File: config.mk
export PLATFORM = sky130hd
export DESIGN_NAME = mm44_seq
export DESIGN_NICKNAME = d
export VERILOG_FILES = /design/src/rtl/mm44_seq_pkg.sv /design/src/rtl/mm44_seq_en_delay.sv /design/src/rtl/mm44_seq.sv
export SDC_FILE = /design/constraint.sdc
export NUM_CORES = 1
export LEC_CHECK = 0
export CAP_MARGIN = 20
export CORE_MARGIN = 8
export CORE_UTILIZATION = 51
export DETAILED_ROUTE_END_ITERATION = 7
export PLACE_DENSITY = 0.78
export REMOVE_ABC_BUFFERS = 1
export SKIP_LAST_GASP = 1
export SYNTH_ARGS = -nofsm -noshare
export SYNTH_HDL_FRONTEND = slang
export SYNTH_SLANG_ARGS = --single-unit
export TNS_END_PERCENT = 5
File: constraint.sdc
create_clock -name clk -period 2.8 [get_ports clk]
set_clock_uncertainty 0.15 [all_clocks]
set_input_delay 0.56 -clock clk [delete_from_list [all_inputs] [get_ports clk]]
set_output_delay 0.56 -clock clk [all_outputs]
set_load 0.1 [all_outputs]
File: src/rtl/mm44_seq_pkg.sv
// mm44_pkg: shared definitions for the mm44 array sequencer.
//   AW              address width of both SRAM ports
//   *_DEF           default timing parameters of mm44_seq
//   state_e         sequencer state encoding
package mm44_pkg;

   localparam int AW            = 10;
   localparam int RD_LAT_DEF    = 1;
   localparam int DRAIN_CYC_DEF = 7;   // 2*4-1 array flush cycles
   localparam int OUT_WORDS_DEF = 4;

   typedef enum logic [2:0] {
      ST_IDLE  = 3'd0,
      ST_FEED  = 3'd1,
      ST_DRAIN = 3'd2,
      ST_OUT   = 3'd3,
      ST_DONE  = 3'd4
   } state_e;

endpackage

File: src/rtl/mm44_seq_en_delay.sv
// en_delay: DEPTH-deep single-bit shift register for strobe alignment.
//   clk    rising-edge clock
//   rst    asynchronous active-high clear of every stage
//   flush  synchronous clear of every stage (wins over din)
//   din    strobe in
//   dout   strobe delayed by DEPTH cycles
module en_delay #(
   parameter int DEPTH = 1
) (
   input  logic clk,
   input  logic rst,
   input  logic flush,
   input  logic din,
   output logic dout
);

   logic [DEPTH-1:0] sr_q;
   logic [DEPTH-1:0] sr_d;

   generate
      if (DEPTH == 1) begin : g_one
         always_comb begin
            sr_d = flush ? 1'b0 : din;
         end
      end else begin : g_many
         always_comb begin
            sr_d = flush ? '0 : {sr_q[DEPTH-2:0], din};
         end
      end
   endgenerate

   always_ff @(posedge clk or posedge rst) begin
      if (rst) sr_q <= '0;
      else     sr_q <= sr_d;
   end

   assign dout = sr_q[DEPTH-1];

endmodule

File: src/rtl/mm44_seq.sv
// mm44_seq: streams len operand words from sram_input into the systolic
// array, waits for the array to flush, then reads OUT_WORDS result words
// out of the array and writes them to sram_output.
//   clk, rst                    clock, async active-high reset
//   start, abort                operation request / cancel
//   base_in, len, base_out      operand base, operand count, result base
//   busy, done                  status, one-cycle completion pulse
//   input_en_ramin, wr_in,
//   adder_in                    sram_input chip select / write enable / address
//   input_en_sys, output_en_sys array operand-valid and result-read strobes
//   input_en_ramout, wr_out,
//   adder_out                   sram_output chip select / write enable / address
//
// state    | meaning
// IDLE     | waiting for start
// FEED     | one operand read per cycle, len cycles
// DRAIN    | array flush, DRAIN_CYC cycles, no reads
// OUT      | OUT_WORDS result reads then RD_LAT cycles for the last writes
// DONE     | single cycle, done pulse
module mm44_seq
   import mm44_pkg::*;
#(
   parameter int RD_LAT    = RD_LAT_DEF,
   parameter int DRAIN_CYC = DRAIN_CYC_DEF,
   parameter int OUT_WORDS = OUT_WORDS_DEF
) (
   input  logic          clk,
   input  logic          rst,
   input  logic          start,
   input  logic          abort,
   input  logic [AW-1:0] base_in,
   input  logic [AW-1:0] len,
   input  logic [AW-1:0] base_out,
   output logic          busy,
   output logic          done,
   output logic          input_en_ramin,
   output logic          wr_in,
   output logic [AW-1:0] adder_in,
   output logic          input_en_sys,
   output logic          output_en_sys,
   output logic          input_en_ramout,
   output logic          wr_out,
   output logic [AW-1:0] adder_out
);

   localparam logic [AW-1:0] DRAIN_LD = AW'(DRAIN_CYC - 1);
   localparam logic [AW-1:0] OUT_LD   = AW'(OUT_WORDS + RD_LAT - 1);
   localparam logic [AW-1:0] RD_LAT_C = AW'(RD_LAT);
   localparam logic [AW-1:0] OW_C     = AW'(OUT_WORDS);

   state_e        state_q, state_d;
   logic [AW-1:0] cnt_q, cnt_d;
   logic [AW-1:0] ain_q, ain_d;
   logic [AW-1:0] aout_q, aout_d;
   logic [AW-1:0] bout_q, bout_d;
   logic          ramin_q, ramin_d;
   logic          osys_q, osys_d;
   logic          busy_q, busy_d;
   logic          done_q, done_d;
   logic          sys_in;
   logic          wr_stb;

   always_comb begin
      state_d = state_q;
      cnt_d   = cnt_q;
      bout_d  = bout_q;
      case (state_q)
         ST_IDLE: begin
            if (start) begin
               bout_d = base_out;
               if (len != '0) begin
                  state_d = ST_FEED;
                  cnt_d   = len - 1'b1;
               end else begin
                  state_d = ST_DONE;
               end
            end
         end
         ST_FEED: begin
            if (cnt_q == '0) begin
               state_d = ST_DRAIN;
               cnt_d   = DRAIN_LD;
            end else begin
               cnt_d = cnt_q - 1'b1;
            end
         end
         ST_DRAIN: begin
            if (cnt_q == '0) begin
               state_d = ST_OUT;
               cnt_d   = OUT_LD;
            end else begin
               cnt_d = cnt_q - 1'b1;
            end
         end
         ST_OUT: begin
            if (cnt_q == '0) state_d = ST_DONE;
            else             cnt_d   = cnt_q - 1'b1;
         end
         ST_DONE: state_d = ST_IDLE;
         default: state_d = ST_IDLE;
      endcase
      if (abort) state_d = ST_IDLE;

      // read address: load base on entry to FEED, step while staying in it
      ain_d = ain_q;
      if (state_d == ST_FEED) ain_d = (state_q == ST_FEED) ? ain_q + 1'b1 : base_in;

      // write k lands at OUT index RD_LAT+k; the edge before it has cnt_q = OUT_WORDS-k
      aout_d = aout_q;
      if (state_q == ST_OUT && !abort) begin
         if (cnt_q == OW_C)                        aout_d = bout_q;
         else if (cnt_q != '0 && cnt_q < OW_C)     aout_d = aout_q + 1'b1;
      end

      ramin_d = (state_d == ST_FEED);
      osys_d  = (state_d == ST_OUT) && (cnt_d >= RD_LAT_C);
      busy_d  = (state_d != ST_IDLE);
      done_d  = (state_d == ST_DONE);
   end

   always_ff @(posedge clk or posedge rst) begin
      if (rst) begin
         state_q <= ST_IDLE;
         cnt_q   <= '0;
         ain_q   <= '0;
         aout_q  <= '0;
         bout_q  <= '0;
         ramin_q <= 1'b0;
         osys_q  <= 1'b0;
         busy_q  <= 1'b0;
         done_q  <= 1'b0;
      end else begin
         state_q <= state_d;
         cnt_q   <= cnt_d;
         ain_q   <= ain_d;
         aout_q  <= aout_d;
         bout_q  <= bout_d;
         ramin_q <= ramin_d;
         osys_q  <= osys_d;
         busy_q  <= busy_d;
         done_q  <= done_d;
      end
   end

   en_delay #(.DEPTH(RD_LAT)) u_dly_sys (
      .clk   (clk),
      .rst   (rst),
      .flush (abort),
      .din   (ramin_q),
      .dout  (sys_in)
   );

   en_delay #(.DEPTH(RD_LAT)) u_dly_wr (
      .clk   (clk),
      .rst   (rst),
      .flush (abort),
      .din   (osys_q),
      .dout  (wr_stb)
   );

   assign busy            = busy_q;
   assign done            = done_q;
   assign input_en_ramin  = ramin_q;
   assign wr_in           = 1'b0;
   assign adder_in        = ain_q;
   assign input_en_sys    = sys_in;
   assign output_en_sys   = osys_q;
   assign input_en_ramout = wr_stb;
   assign wr_out          = wr_stb;
   assign adder_out       = aout_q;

endmodule
==> results.ini <==
[run_status]
status=finished clean

[logic_synthesis]
ys_types=53
yosys_warnings=0
synth_area_leaders=dfrtp_1 42%, a21oi_1 6.1%, mux2_2 4.3%, o21ai_0 4.2%, nand2_1 4.0%
synth_top_area_share_pct=42.46
synthCells=324
ys_ff_latch=49
synth_edf_count=0
syn_avg_cell_area_um2=8.913
yosys.area.top_type=dfrtp_1
synth.cell_area_um2=2888
synth-async-reset-ratio_pct=100.0
synth_flop_cell=dfrtp_1
seq_area_frac_synth_pct=42.46

[placed_design]
port_buffers=60
post_dp_cell_area_um2=3802
place_congestion=0.9132
detailed_place_hpwl_mm=6.006

[routing]
first_iter_violations=247
drc=0
firstDrtPassIters=4
routed_wl_mm=7.994
vias=2903
wl_per_cell_um=15.99
antenna_left=0
routed_via_density=5.806

[floorplan]
die_w_um=91.25
start_util_pct=52.77
io_pins=62
rows=27
dieArea_um2=8327
core_um2=5473
die_y_um=91.25

[critical_path]
cp_cell_sequence=clkdlybuf4s50_1 -> or4_4 -> o31ai_4 -> nor2_2 -> o311a_1 -> or3b_4 -> inv_4 -> a21oi_2 -> a21oi_1
crit_type=input port to flop
cp.arrival_ns=2.77
critPathTopFamily=simple AND/OR/NAND/NOR gates
cpPeakStageDelay_ns=0.47
start_kind=input port
critPathBufInv=2
critPathRequiredTime_ns=2.85
crit_fanout=8
end_kind=flop
cp_slowest_cell=or4_4

[clock_tree]
cts_max_level=2
clk_latency_ns=0.31
ctsRootBufferMaster=clkbuf_8
path_clk_slew_ns=0.09
clk_path_buf_depth=2
cts_num_sinks=49
hold_buffers=0
cts_buffers=5
cts_tree=built

[sta]
report.final.slew_viol_count=0
rsz0062_at_grt=yes
setup_violations=0
timing.final.crit_share_pct=97.08
hold_viol_final=0
period_needed_ns=2.718
maxSlewHeadroom_pct=63.35
fmax_mhz=367.9
tightest_slew_ns=0.5489
tns_ns=0

[finish]
layout-drive-gt1-share_pct=26.40
diodes=0
final_cell_mix=75 x buf_4, 49 x dfrtp_1, 34 x a21oi_1, 31 x nand2_1, 28 x nor2_1
finish.utilization_pct=72.79
area_delta_synth_final_pct=37.95
final_common_cell=buf_4
postLayoutCellArea_um2=3984
nFillCells=418
nets=468

[global_routing]
grt_pass1_vias=2878
antenna_found_initial=0
grt_overflow=0
grt_use_total_pct=19.67
grt_pass1_wl_mm=13.70
grt_max_degree=26

[job]
max-cap-violations=0

[power]
p_leak_nw=1.841
irDropWorstVdd_mv=0.3928
power_w=0.002323
p_per_area_nw_per_um2=583.1

[worst_hold_path]
holdCritPathClass=flop to flop

## cell families after synthesis
kind of cell | count (synthesis) | share of synthesized area [%]
simple gates | 121 | 21.45
buf+inv | 25 | 3.856
fa+ha+maj | 7 | 3.033
xor+xnor | 10 | 3.033
mux | 13 | 4.983
other cells | 1 | 0.1299
compound gates | 98 | 21.06
flops | 49 | 42.46
## per-stage QoR
stage | hold slack [ns] | setup slack [ns] | instances
4_1_cts | 0.3657 | 0.01065 | 500
6_report | 0.3584 | 0.08176 | 500
5_1_grt | 0.3760 | -0.02526 | 500
3_5_place_dp | 0.3420 | -0.4617 | 488
3_3_place_gp | 0.3375 | -0.3834 | 488
2_1_floorplan | 0.3248 | 0.05802 | 309
## routing by layer
| metal | up-vias | global-route usage [%] | wire length [um] |
|---|---|---|---|
| met3 | 12 | 5.185 | 520 |
| met5 | - | 0 | 0 |
| met4 | 0 | 6.821 | 136 |
| met1 | 1419 | 22.69 | 3333 |
| li1 | 1385 | - | - |
| met2 | 87 | 34.34 | 4004 |
## power by group
part	internal (W)	leakage, nW	switching (W)
combinational	0.000329	1.16	0.000554
clock	0.000268	0.0585	0.000249
sequential	0.000802	0.619	0.000121
total	0.00140	1.84	0.000925
## Yosys cell counts (all sizes together) (3+ instances only)
cell / number
dfrtp: 49
clkbuf: 10
nand2: 31
buf: 5
o21bai: 3
o31ai: 3
a31oi: 3
a221o: 3
o21a: 3
xnor2: 4
and2: 4
inv: 10
mux2: 11
a21oi: 36
xor2: 6
ha: 7
nor3b: 6
nand3: 13
nor4: 8
nor3: 9
o21ai: 26
or4: 3
nor2: 29
or3: 3
o22ai: 7
and3: 7
## worst register-to-register path: stages, from the launching register on
cell	delay, ns
dfrtp_1	0.42
inv_1	0.09
ha_1	0.17
nor4b_1	0.25
buf_4	0.17
nand4_1	0.15
xor2_1	0.22
nor2_1	0.07
or3b_4	0.46
buf_4	0.17
o21ai_0	0.13
o21ai_0	0.09
## repair_timing
item	CTS	global route
setup endpoints to repair	11	12
pin swaps	5	5
resized for setup	9	11
setup buffers	4	0
## sequential cells by signal (all words and copies together), names as in the netlist
signal,flops
adder_in,10
adder_out,10
bout_q,10
busy,1
cnt_q,10
done,1
input_en_ramin,1
output_en_sys,1
state_q,3
u_dly_sys.dout,1
u_dly_wr.dout,1
## path summary, 6_finish.rpt
kind,depth (start not counted),end,from,slack [ns]
worst max-delay path,9,adder_in[5]$_DFFE_PP0P_,len[4],0.08
worst min-delay path,1,bout_q[2]$_DFFE_PP0P_,bout_q[2]$_DFFE_PP0P_,0.36
worst max register to register,11,adder_in[6]$_DFFE_PP0P_,cnt_q[1]$_DFF_PP0_,0.15
worst min register to register,1,bout_q[2]$_DFFE_PP0P_,bout_q[2]$_DFFE_PP0P_,0.36
max in group asynchronous,3,cnt_q[6]$_DFF_PP0_,rst,1.51
min in group asynchronous,2,adder_out[0]$_DFFE_PP0P_,rst,0.46
## cell type report
cell class              count  area [um^2]  area share [%]
multi-input cells         250         1567           39.32
repair buffers            111        948.4           23.81
inverters                  10        40.04           1.005
clock inverters             3        43.79           1.099
well taps                  72        90.09           2.261
clock buffers               5        68.82           1.727
flip-flops and latches     49         1226           30.78
Note: power is estimated with default switching activity, not from simulation.
